## src/rtl/rv32i_mtimer_pkg.sv

```systemverilog
// Shared definitions for the rv32i machine timer: register offsets, widths,
// reset values and the bus FSM encoding.
package rv32i_mtimer_pkg;

  localparam int MTIME_W = 48;

  localparam logic [MTIME_W-1:0] MTIMECMP_RESET = 48'hFFFF_FFFF_FFFF;

  localparam logic [4:0] MTIMER_OFF_MTIME_LO    = 5'h00;
  localparam logic [4:0] MTIMER_OFF_MTIME_HI    = 5'h04;
  localparam logic [4:0] MTIMER_OFF_MTIMECMP_LO = 5'h08;
  localparam logic [4:0] MTIMER_OFF_MTIMECMP_HI = 5'h0C;
  localparam logic [4:0] MTIMER_OFF_CTRL        = 5'h10;

  typedef enum logic {
    IDLE = 1'b0,
    RESP = 1'b1
  } bus_state_t;

  // Anything past CTRL or not word aligned is answered with an error.
  function automatic logic mtimer_addr_err(input logic [4:0] addr);
    return (addr > MTIMER_OFF_CTRL) || (addr[1:0] != 2'b00);
  endfunction

endpackage

```

## src/rtl/rv32i_mtimer_if.sv

```systemverilog
// Simple 32-bit valid/ready register bus used to program the machine timer.
interface rv32i_mtimer_if;

  logic        valid;
  logic        we;
  logic [4:0]  addr;
  logic [31:0] wdata;
  logic        ready;
  logic [31:0] rdata;
  logic        err;

  modport master (
    output valid, we, addr, wdata,
    input  ready, rdata, err
  );

  modport slave (
    input  valid, we, addr, wdata,
    output ready, rdata, err
  );

endinterface

```

## src/rtl/rv32i_mtimer_prescaler.sv

```systemverilog
// Tick divider for the machine timer: counts 0..DIV-1 while enabled and
// asserts tick on the last count. Holds its phase while disabled.
module rv32i_mtimer_prescaler #(
  parameter int unsigned DIV = 10
) (
  input  logic clk,
  input  logic rst_n,
  input  logic en,
  output logic tick
);

  localparam logic [15:0] LAST = 16'(DIV - 1);

  logic [15:0] count_reg;

  assign tick = en && (count_reg == LAST);

  always_ff @(posedge clk or negedge rst_n) begin
    if (!rst_n) begin
      count_reg <= '0;
    end else if (en) begin
      count_reg <= tick ? 16'd0 : count_reg + 16'd1;
    end
  end

endmodule

```

## src/rtl/rv32i_mtimer.sv

```systemverilog
// Memory-mapped 48-bit machine timer with compare interrupt (MTIP).
// Define RV32I_MTIMER_PRESCALE_EN to divide the tick by PRESCALE_DIV.
module rv32i_mtimer
  import rv32i_mtimer_pkg::*;
#(
  parameter int unsigned PRESCALE_DIV = 10
) (
  input  logic               clk,
  input  logic               rst_n,
  rv32i_mtimer_if.slave      bus,
  output logic [MTIME_W-1:0] mtime,
  output logic               timer_interrupt
);

  bus_state_t         state_reg;
  logic [MTIME_W-1:0] mtime_reg;
  logic [MTIME_W-1:0] mtimecmp_reg;
  logic [15:0]        hi_shadow_reg;
  logic               en_reg;
  logic               ready_reg;
  logic               err_reg;
  logic [31:0]        rdata_reg;
  logic               irq_reg;

  logic        accept;
  logic        req_err;
  logic        wr_ok;
  logic        rd_ok;
  logic        ctrl_clr;
  logic        tick_en;
  logic        tick;
  logic [31:0] rd_mux;

  assign accept  = (state_reg == IDLE) && bus.valid;
  assign req_err = mtimer_addr_err(bus.addr);
  assign wr_ok   = accept && bus.we && !req_err;
  assign rd_ok   = accept && !bus.we && !req_err;

  // A CTRL write that clears EN takes effect in its own cycle, so that tick is lost.
  assign ctrl_clr = wr_ok && (bus.addr == MTIMER_OFF_CTRL) && !bus.wdata[0];
  assign tick_en  = en_reg && !ctrl_clr;

`ifdef RV32I_MTIMER_PRESCALE_EN
  rv32i_mtimer_prescaler #(
    .DIV (PRESCALE_DIV)
  ) u_prescaler (
    .clk   (clk),
    .rst_n (rst_n),
    .en    (tick_en),
    .tick  (tick)
  );
`else
  logic unused_prescale_div;
  assign unused_prescale_div = ^PRESCALE_DIV;
  assign tick = tick_en;
`endif

  always_comb begin
    rd_mux = '0;
    case (bus.addr)
      MTIMER_OFF_MTIME_LO:    rd_mux = mtime_reg[31:0];
      MTIMER_OFF_MTIME_HI:    rd_mux = {16'd0, hi_shadow_reg};
      MTIMER_OFF_MTIMECMP_LO: rd_mux = mtimecmp_reg[31:0];
      MTIMER_OFF_MTIMECMP_HI: rd_mux = {16'd0, mtimecmp_reg[47:32]};
      MTIMER_OFF_CTRL:        rd_mux = {31'd0, en_reg};
      default:                rd_mux = '0;
    endcase
  end

  always_ff @(posedge clk or negedge rst_n) begin
    if (!rst_n) begin
      state_reg     <= IDLE;
      ready_reg     <= 1'b0;
      err_reg       <= 1'b0;
      rdata_reg     <= '0;
      mtime_reg     <= '0;
      mtimecmp_reg  <= MTIMECMP_RESET;
      hi_shadow_reg <= '0;
      en_reg        <= 1'b1;
      irq_reg       <= 1'b0;
    end else begin
      case (state_reg)
        IDLE: begin
          state_reg <= accept ? RESP : IDLE;
          ready_reg <= accept;
          err_reg   <= accept && req_err;
          rdata_reg <= rd_ok ? rd_mux : 32'd0;
        end
        RESP: begin
          state_reg <= IDLE;
          ready_reg <= 1'b0;
          err_reg   <= 1'b0;
          rdata_reg <= '0;
        end
        default: begin
          state_reg <= IDLE;
          ready_reg <= 1'b0;
          err_reg   <= 1'b0;
          rdata_reg <= '0;
        end
      endcase

      // Bus writes to either half beat the tick; the other half keeps its pre-tick value.
      if (wr_ok && (bus.addr == MTIMER_OFF_MTIME_LO)) begin
        mtime_reg <= {mtime_reg[47:32], bus.wdata};
      end else if (wr_ok && (bus.addr == MTIMER_OFF_MTIME_HI)) begin
        mtime_reg <= {bus.wdata[15:0], mtime_reg[31:0]};
      end else if (tick) begin
        mtime_reg <= mtime_reg + 48'd1;
      end

      if (wr_ok && (bus.addr == MTIMER_OFF_MTIMECMP_LO)) begin
        mtimecmp_reg[31:0] <= bus.wdata;
      end
      if (wr_ok && (bus.addr == MTIMER_OFF_MTIMECMP_HI)) begin
        mtimecmp_reg[47:32] <= bus.wdata[15:0];
      end
      if (wr_ok && (bus.addr == MTIMER_OFF_CTRL)) begin
        en_reg <= bus.wdata[0];
      end

      if (rd_ok && (bus.addr == MTIMER_OFF_MTIME_LO)) begin
        hi_shadow_reg <= mtime_reg[47:32];
      end

      irq_reg <= (mtime_reg >= mtimecmp_reg);
    end
  end

  assign bus.ready       = ready_reg;
  assign bus.err         = err_reg;
  assign bus.rdata       = rdata_reg;
  assign mtime           = mtime_reg;
  assign timer_interrupt = irq_reg;

endmodule

```

## src/flat_wrapper.sv

```systemverilog
// flat-port wrapper written by rule: the top's interface ports become plain ports
module rv32i_mtimer_flat import rv32i_mtimer_pkg::*;
#(
  parameter int unsigned PRESCALE_DIV = 10
)
  (clk, rst_n, mtime, timer_interrupt, bus_valid, bus_we, bus_addr, bus_wdata, bus_ready, bus_rdata, bus_err);
  rv32i_mtimer_if bus_i ();
  input  logic clk;
  input  logic rst_n;
  output logic [MTIME_W-1:0] mtime;
  output logic timer_interrupt;
  input wire logic [$bits(bus_i.valid)-1:0] bus_valid;
  input wire logic [$bits(bus_i.we)-1:0] bus_we;
  input wire logic [$bits(bus_i.addr)-1:0] bus_addr;
  input wire logic [$bits(bus_i.wdata)-1:0] bus_wdata;
  output wire logic [$bits(bus_i.ready)-1:0] bus_ready;
  output wire logic [$bits(bus_i.rdata)-1:0] bus_rdata;
  output wire logic [$bits(bus_i.err)-1:0] bus_err;
  assign bus_i.valid = bus_valid;
  assign bus_i.we = bus_we;
  assign bus_i.addr = bus_addr;
  assign bus_i.wdata = bus_wdata;
  assign bus_ready = bus_i.ready;
  assign bus_rdata = bus_i.rdata;
  assign bus_err = bus_i.err;
  rv32i_mtimer #(.PRESCALE_DIV(PRESCALE_DIV)) u_core (.clk(clk), .rst_n(rst_n), .bus(bus_i), .mtime(mtime), .timer_interrupt(timer_interrupt));
endmodule
```

## config.mk

```make
export PLATFORM = sky130hd
export DESIGN_NAME = rv32i_mtimer_flat
export DESIGN_NICKNAME = d
export VERILOG_FILES = /design/src/rtl/rv32i_mtimer_pkg.sv /design/src/rtl/rv32i_mtimer_if.sv /design/src/rtl/rv32i_mtimer_prescaler.sv /design/src/rtl/rv32i_mtimer.sv /design/src/flat_wrapper.sv
export SDC_FILE = /design/constraint.sdc
export NUM_CORES = 1
export LEC_CHECK = 0
export ABC_CLOCK_PERIOD_IN_PS = 2680
export CAP_MARGIN = 0
export CORE_MARGIN = 2
export CORE_UTILIZATION = 55
export DETAILED_ROUTE_END_ITERATION = 10
export PLACE_DENSITY = 0.86
export SETUP_SLACK_MARGIN = 0.2
export SYNTH_ARGS = -nofsm -noshare
export SYNTH_HDL_FRONTEND = slang
export SYNTH_SLANG_ARGS = --single-unit
```

## constraint.sdc

```tcl
create_clock -name clk -period 2.68 [get_ports clk]
set_input_delay 0.536 -clock clk [delete_from_list [all_inputs] [get_ports clk]]
set_output_delay 0.536 -clock clk [all_outputs]
set_load 0.005 [all_outputs]
```

==> results of run 1 <==
timing repair:
item                                    in CTS  in global routing
gates resized for setup                      2                  7
pin swaps                                    0                  1
endpoints found under the setup margin       2                 24
worst register-to-register path, stage by stage, from the launching register on:
cell and delay, ps:
dfstp_2 530, inv_1 60, ha_1 320, nand4_1 210, nor4_2 290, a211oi_1 130, o22ai_1 320, a211oi_1 110
o31ai_1 300
worst min path at each step:
| stage | from | end | slack, ps | depth (start not counted) |
|---|---|---|---|---|
| finish | rst_n | u_core.bus.rdata[20]$_DFF_PN0_ | 110 | 1 |
| global route | rst_n | u_core.mtime[25]$_DFFE_PN0P_ | 160 | 1 |
| CTS | rst_n | u_core.bus.rdata[17]$_DFF_PN0_ | 140 | 1 |
| detailed placement | u_core.hi_shadow_reg[12]$_DFFE_PN0P_ | u_core.hi_shadow_reg[12]$_DFFE_PN0P_ | 500 | 1 |
| global placement | u_core.hi_shadow_reg[3]$_DFFE_PN0P_ | u_core.hi_shadow_reg[3]$_DFFE_PN0P_ | 490 | 1 |
| floorplan | rst_n | u_core.bus.err$_DFF_PN0_ | 240 | 0 |
placed cells by master, fill, tap and decap left out, drive strengths merged, types with 3 or more instances in the layout:
master | Yosys | layout
and3 | 16 | 16
a21o | 9 | 9
mux2 | 18 | 18
nand4 | 26 | 26
and2 | 9 | 9
o211ai | 4 | 4
o22ai | 4 | 4
nor3b | 3 | 3
ha | 49 | 49
clkinv | 0 | 4
dfstp | 49 | 49
nor4 | 6 | 6
a31oi | 4 | 4
or3 | 3 | 3
a221o | 4 | 4
xor2 | 15 | 15
a21oi | 26 | 26
inv | 52 | 52
nand3 | 21 | 21
nor3 | 11 | 11
o21a | 4 | 4
a22o | 16 | 16
dfrtp | 99 | 99
nand2 | 133 | 133
o311ai | 8 | 8
nand2b | 3 | 3
clkbuf | 30 | 24
o21ai | 104 | 104
xnor2 | 7 | 7
nor2 | 49 | 49
buf | 10 | 81
nor2b | 3 | 3
clkdlybuf4s50 | 0 | 122
a22oi | 17 | 17
and4 | 11 | 11
mux2i | 17 | 17
a211oi | 4 | 4
stage by stage:
stage / area (sq um) / hold WS [ps] / total power, mW / setup TNS (ps) / setup WS (ps)
6_report: 10820 / 113.0 / 5.990 / 0 / 282.3
4_1_cts: 10790 / 144.8 / 5.961 / 0 / 199.8
2_1_floorplan: 8212 / 240.4 / 2.940 / 0 / 363.6
3_3_place_gp: 10200 / 490.0 / 3.524 / -472.0 / -91.60
3_5_place_dp: 10200 / 498.3 / 3.564 / -2409 / -125.3
5_1_grt: 10820 / 160.1 / 6.192 / 0 / 238.0
routing by layer:
| metal | global-route usage [%] | vias to the layer above | routed length, um |
|---|---|---|---|
| met2 | 53.83 | 465 | 12490 |
| met5 | 0 | - | 0 |
| met3 | 7.519 | 88 | 2213 |
| met1 | 42.03 | 3861 | 9967 |
| li1 | - | 3471 | - |
| met4 | 14.54 | 0 | 964 |
cell families (layout without fill, tap and decap cells):
kind of cell    after synthesis  count (layout)  share of synthesized area (%)
xor+xnor                     22              22                          2.347
mux                          35              35                          4.541
buf+inv                      92             287                          4.403
flops                       148             148                          45.85
compound gates              223             223                          17.36
fa+ha+maj                    49              49                          7.466
simple gates                300             300                          18.04
power by group through the flow:
stage               clock network, mW  logic (mW)  registers (mW)
finish                           2.41        1.01            2.57
global route                     2.52        1.09            2.59
CTS                              2.41       0.990            2.56
detailed placement                  0       0.969            2.59
global placement                    0       0.933            2.59
floorplan                           0       0.344            2.60
layout make-up:
type	count	area, sq um
Multi-Input combinational cell	629	4141
Sequential cell	148	3765
Fill cell	1029	3716
Timing Repair Buffer	203	1896
Clock buffer	24	491.7
Tap cell	184	230.2
Inverter	52	195.2
Clock inverter	8	98.84
==> flow_summary.toml, run 1 <==
[critical_path]
slowest_stage = "or4_4"
cp.required_ps = 3020
path_cells = "clkdlybuf4s50_1, or4_4, o41a_1, buf_4, nand2_1, nor3_1, xnor2_1, o21ai_0"
reg2reg_slack_ps = 290
critical_path_buf_inv_count = 2
crit_path_end_kind = "register"
worstSetupPathType = "in2reg"
reg2reg_to = "u_core.timer_interrupt$_DFF_PN0_"
r2r-start = "u_core.mtimecmp_reg[30]$_DFFE_PN1P_"
crit_family = "simple AND/OR/NAND/NOR gates"
cp_max_fo = 6
start_kind = "primary input"
crit_arrival_ps = 2740
startpoint = "bus_addr[1]"
r2r_cells = 8
critPathMaxStageDelay_ps = 580
cp.depth = 8
crit_end = "u_core.mtime[22]$_DFFE_PN0P_"

[route]
detail-route-antenna-nets = 0
drt_first_iter_violations = 782
vias = 7885
vias_per_cell = 6.318
drt_first_pass_iters = 6
drc_errors = 0
routedWlPerCell_um = 20.54
wl_mm = 25.63

[yosys]
yosysWarningCount = 0
avgSynthCellArea_sq_um = 9.450
ys_top_cells_by_area = "dfrtp_1 (30%), dfstp_2 (16%), ha_1 (7.5%)"
synth_seq_area_share_pct = 45.85
synthesis.area_sq_um = 8212
synth_cells = 869
synth_most_common_cell = "nand2_1"
yosysUniqueCellTypes = 65
synth_edf_count = 0
synth_top_area_share_pct = 30.17
synthesis.nets = 959
yosys_most_used_dff = "dfrtp_1"
yosys-top-cells-count = "nand2_1 (132), o21ai_0 (104), dfrtp_1 (99)"
ys_seq_elements = 148
synth_async_sr_flop_share_pct = 100.0
synth_top_area_cell = "dfrtp_1"

[power]
power_frac_seq_pct = 42.9
p_leak_nw = 5.072
p_clk_share_pct = 40.2
power_density_nw_per_um2 = 553.7
power_frac_comb_pct = 16.9
sw_frac_of_total_pct = 26.98
power.switching_mw = 1.616
peakVddDrop_v = 0.0004681
cell_internal_pwr_mw = 4.374

[clocking]
clk_latency_ps = 440
clock-sinks = 148
cts-root-buf = "clkbuf_16"
cts_setup_buffers = 0
path_clk_slew_ps = 60
holdBufCountCts = 0
cts_max_path_buffers = 2
cts_tree = "built"
cts_max_level = 4
cts_buffers = 17

[sta]
setup_viol = 0
slew_headroom_pct = 53.55
rsz0062_at_grt = "no"
tightest_slew_ps = 694.5
hold_viol_final = 0
fmax_mhz = 417.1
slew_violations = 0
fin_crit_ps = 2398
fin_crit_sh_pct = 89.47
clock_skew_ps = 8.865

[run]
maxCapViolations = 0

[placed_design]
dp_cells = 1216
gp_congestion = 0.9588
port_buffers = 123
hpwl_mm = 17.97

[global_route]
grt_max_degree = 70
first_global_vias = 7899
grt_pass1_wl_mm = 40.92
antenna_found_initial = 0
gr-total-overflow = 0
grt_usage_pct = 32.90

[outcome]
outcome = "finished clean"

[floorplan]
rows = 44
die_area_sq_um = 15920
dieHeight_um = 126.2
dieWidth_um = 126.2
start_util_pct = 56.50
core_area_sq_um = 14530
io_pins = 124

[final_layout]
drive_gt1_share_pct = 18.33
fin_util_pct = 74.43
fin_nets = 1141
syn2layout_area_growth_pct = 31.74
final_cell_count_no_fill = 1248
antennaDiodeCount = 0

[hold_path]
hp-class = "in2async"
No activity file was read; power rests on OpenSTA's default activity.
==> run 2: changes to the inputs <==
- TNS_END_PERCENT: default -> 5
==> run 2 against run 1 <==
  * Count of clock-buffer cells in the layout is the same
  * Combinational power about the same
  * Sequential cell count unchanged
  * Via count is 0.20% lower
  * Cell count stayed put
  * Worst hold slack worse by 3.5 ps
  * Critical path type is now reg2reg
  * Largest power group unchanged
==> flow_summary.toml, run 2 (synthesis results as in run 1) <==
[outcome]
outcome = "finished clean"

[global_route]
grt_max_degree = 70
antenna_found_initial = 0
grt_pass1_wl_mm = 40.92
gr-total-overflow = 0
first_global_vias = 7899
grt_usage_pct = 32.90

[route]
wl_mm = 25.58
vias = 7869
drt_first_pass_iters = 8
routedWlPerCell_um = 20.50
drc_errors = 0
vias_per_cell = 6.305
detail-route-antenna-nets = 0
drt_first_iter_violations = 836

[critical_path]
critPathMaxStageDelay_ps = 620
worstSetupPathType = "reg2reg"
slowest_stage = "a2111oi_1"
start_kind = "register"
reg2reg_to = "u_core.timer_interrupt$_DFF_PN0_"
cp_max_fo = 3
critical_path_buf_inv_count = 0
startpoint = "u_core.mtimecmp_reg[0]$_DFFE_PN1P_"
crit_arrival_ps = 2790
crit_family = "compound AO/OA/AOI/OAI gates"
path_cells = "ha_1, nand2b_1, a2111oi_1, o21a_1, o2111ai_1, a211oi_1, o31ai_1"
crit_path_end_kind = "register"
r2r_cells = 7
cp.required_ps = 2980
r2r-start = "u_core.mtimecmp_reg[0]$_DFFE_PN1P_"
reg2reg_slack_ps = 180

[final_layout]
final_common_cell = "nand2_1"
final_cell_count_no_fill = 1248
fin_nets = 1141
layout_common_cells = "nand2_1 (132), clkdlybuf4s50_1 (122), o21ai_0 (103), dfrtp_1 (99), buf_4 (75)"
final_cell_area_sq_um = 10800
drive_gt1_share_pct = 18.23
syn2layout_area_growth_pct = 31.53
antennaDiodeCount = 0

[sta]
slew_violations = 0
rsz0062_at_grt = "yes"
fin_crit_ps = 2496
setup_viol = 0
tightest_slew_ps = 1113
hold_viol_final = 0
slew_headroom_pct = 25.41
clock_skew_ps = 8.900
fin_crit_sh_pct = 93.15
fmax_mhz = 400.6

[placed_design]
hpwl_mm = 17.97
gp_congestion = 0.9588
placedInstanceArea_sq_um = 10200
port_buffers = 123
dp_cells = 1216

[floorplan]
core_area_sq_um = 14530
dieWidth_um = 126.2
rows = 44
dieHeight_um = 126.2
die_area_sq_um = 15920
io_pins = 124
start_util_pct = 56.50

[power]
p_leak_nw = 5.047
power_frac_comb_pct = 16.7
power_density_nw_per_um2 = 553.0
peakVddDrop_v = 0.0004683
power_mw = 5.973
cell_internal_pwr_mw = 4.368
p_clk_share_pct = 40.2
sw_frac_of_total_pct = 26.87
power.switching_mw = 1.605
power_frac_seq_pct = 43.0

[clocking]
cts_buffers = 17
clock-sinks = 148
clk_latency_ps = 440
cts_setup_buffers = 0
cts_max_level = 4
cts_tree = "built"
holdBufCountCts = 0
path_clk_slew_ps = 60
cts-root-buf = "clkbuf_16"
cts_max_path_buffers = 2

[run]
maxCapViolations = 0

[hold_path]
hp-class = "in2async"
## run 2: worst max-delay path by stage
stage                                       end  cells past startpoint
3_3_place_gp       u_core.mtime[28]$_DFFE_PN0P_                      7
2_1_floorplan      u_core.mtime[45]$_DFFE_PN0P_                      8
6_report       u_core.timer_interrupt$_DFF_PN0_                      7
4_1_cts        u_core.timer_interrupt$_DFF_PN0_                      8
3_5_place_dp       u_core.mtime[28]$_DFFE_PN0P_                      7
5_1_grt          u_core.bus.rdata[17]$_DFF_PN0_                      7
## run 2: area by class of cell
class / count / area (sq um)
clock buffers: 24 / 491.7
clock inverters: 8 / 98.84
fillers: 1028 / 3734
inverters: 52 / 195.2
multi-input cells: 629 / 4124
flip-flops and latches: 148 / 3765
well taps: 184 / 230.2
repair buffers: 203 / 1896
## run 2: power by group through the flow
stage | Clock [mW] | Sequential [mW] | Combinational (mW)
3_3_place_gp | 0 | 2.59 | 0.933
2_1_floorplan | 0 | 2.60 | 0.344
6_report | 2.40 | 2.57 | 0.998
5_1_grt | 2.52 | 2.59 | 1.08
3_5_place_dp | 0 | 2.59 | 0.969
4_1_cts | 2.41 | 2.56 | 0.990
## run 2: routing by layer
layer  up-vias  GRT usage [%]  share of wire, %
li1       3478              -                 -
met4         0          14.54               4.0
met1      3878          42.03                39
met3        90          7.519               8.4
met5         -              0                 0
met2       423          53.83                49
## run 2: timing repair
action                                  4_1_cts  5_1_grt
endpoints found under the setup margin        2       24
gates resized for setup                       2        4
pin swaps                                     0        0
## run 2: through the flow
| stage | setup TNS (ps) | utilization [%] | hold WS, ps | setup slack (ps) |
|---|---|---|---|---|
| after global routing | 0 | 74.31 | 160.1 | 147.1 |
| after floorplan | 0 | - | 240.4 | 363.6 |
| after global placement | -472.0 | 70.15 | 490.0 | -91.60 |
| after CTS | 0 | 74.23 | 144.8 | 199.8 |
| final | 0 | 74.31 | 109.5 | 183.6 |
| after detailed placement | -2409 | 70.15 | 498.3 | -125.3 |
==> run 3: changes to the inputs <==
- CTS_CLUSTER_SIZE: default -> 8
==> results of run 3 <==
No change in the layout: final DEF, timing and power equal those of run 2.
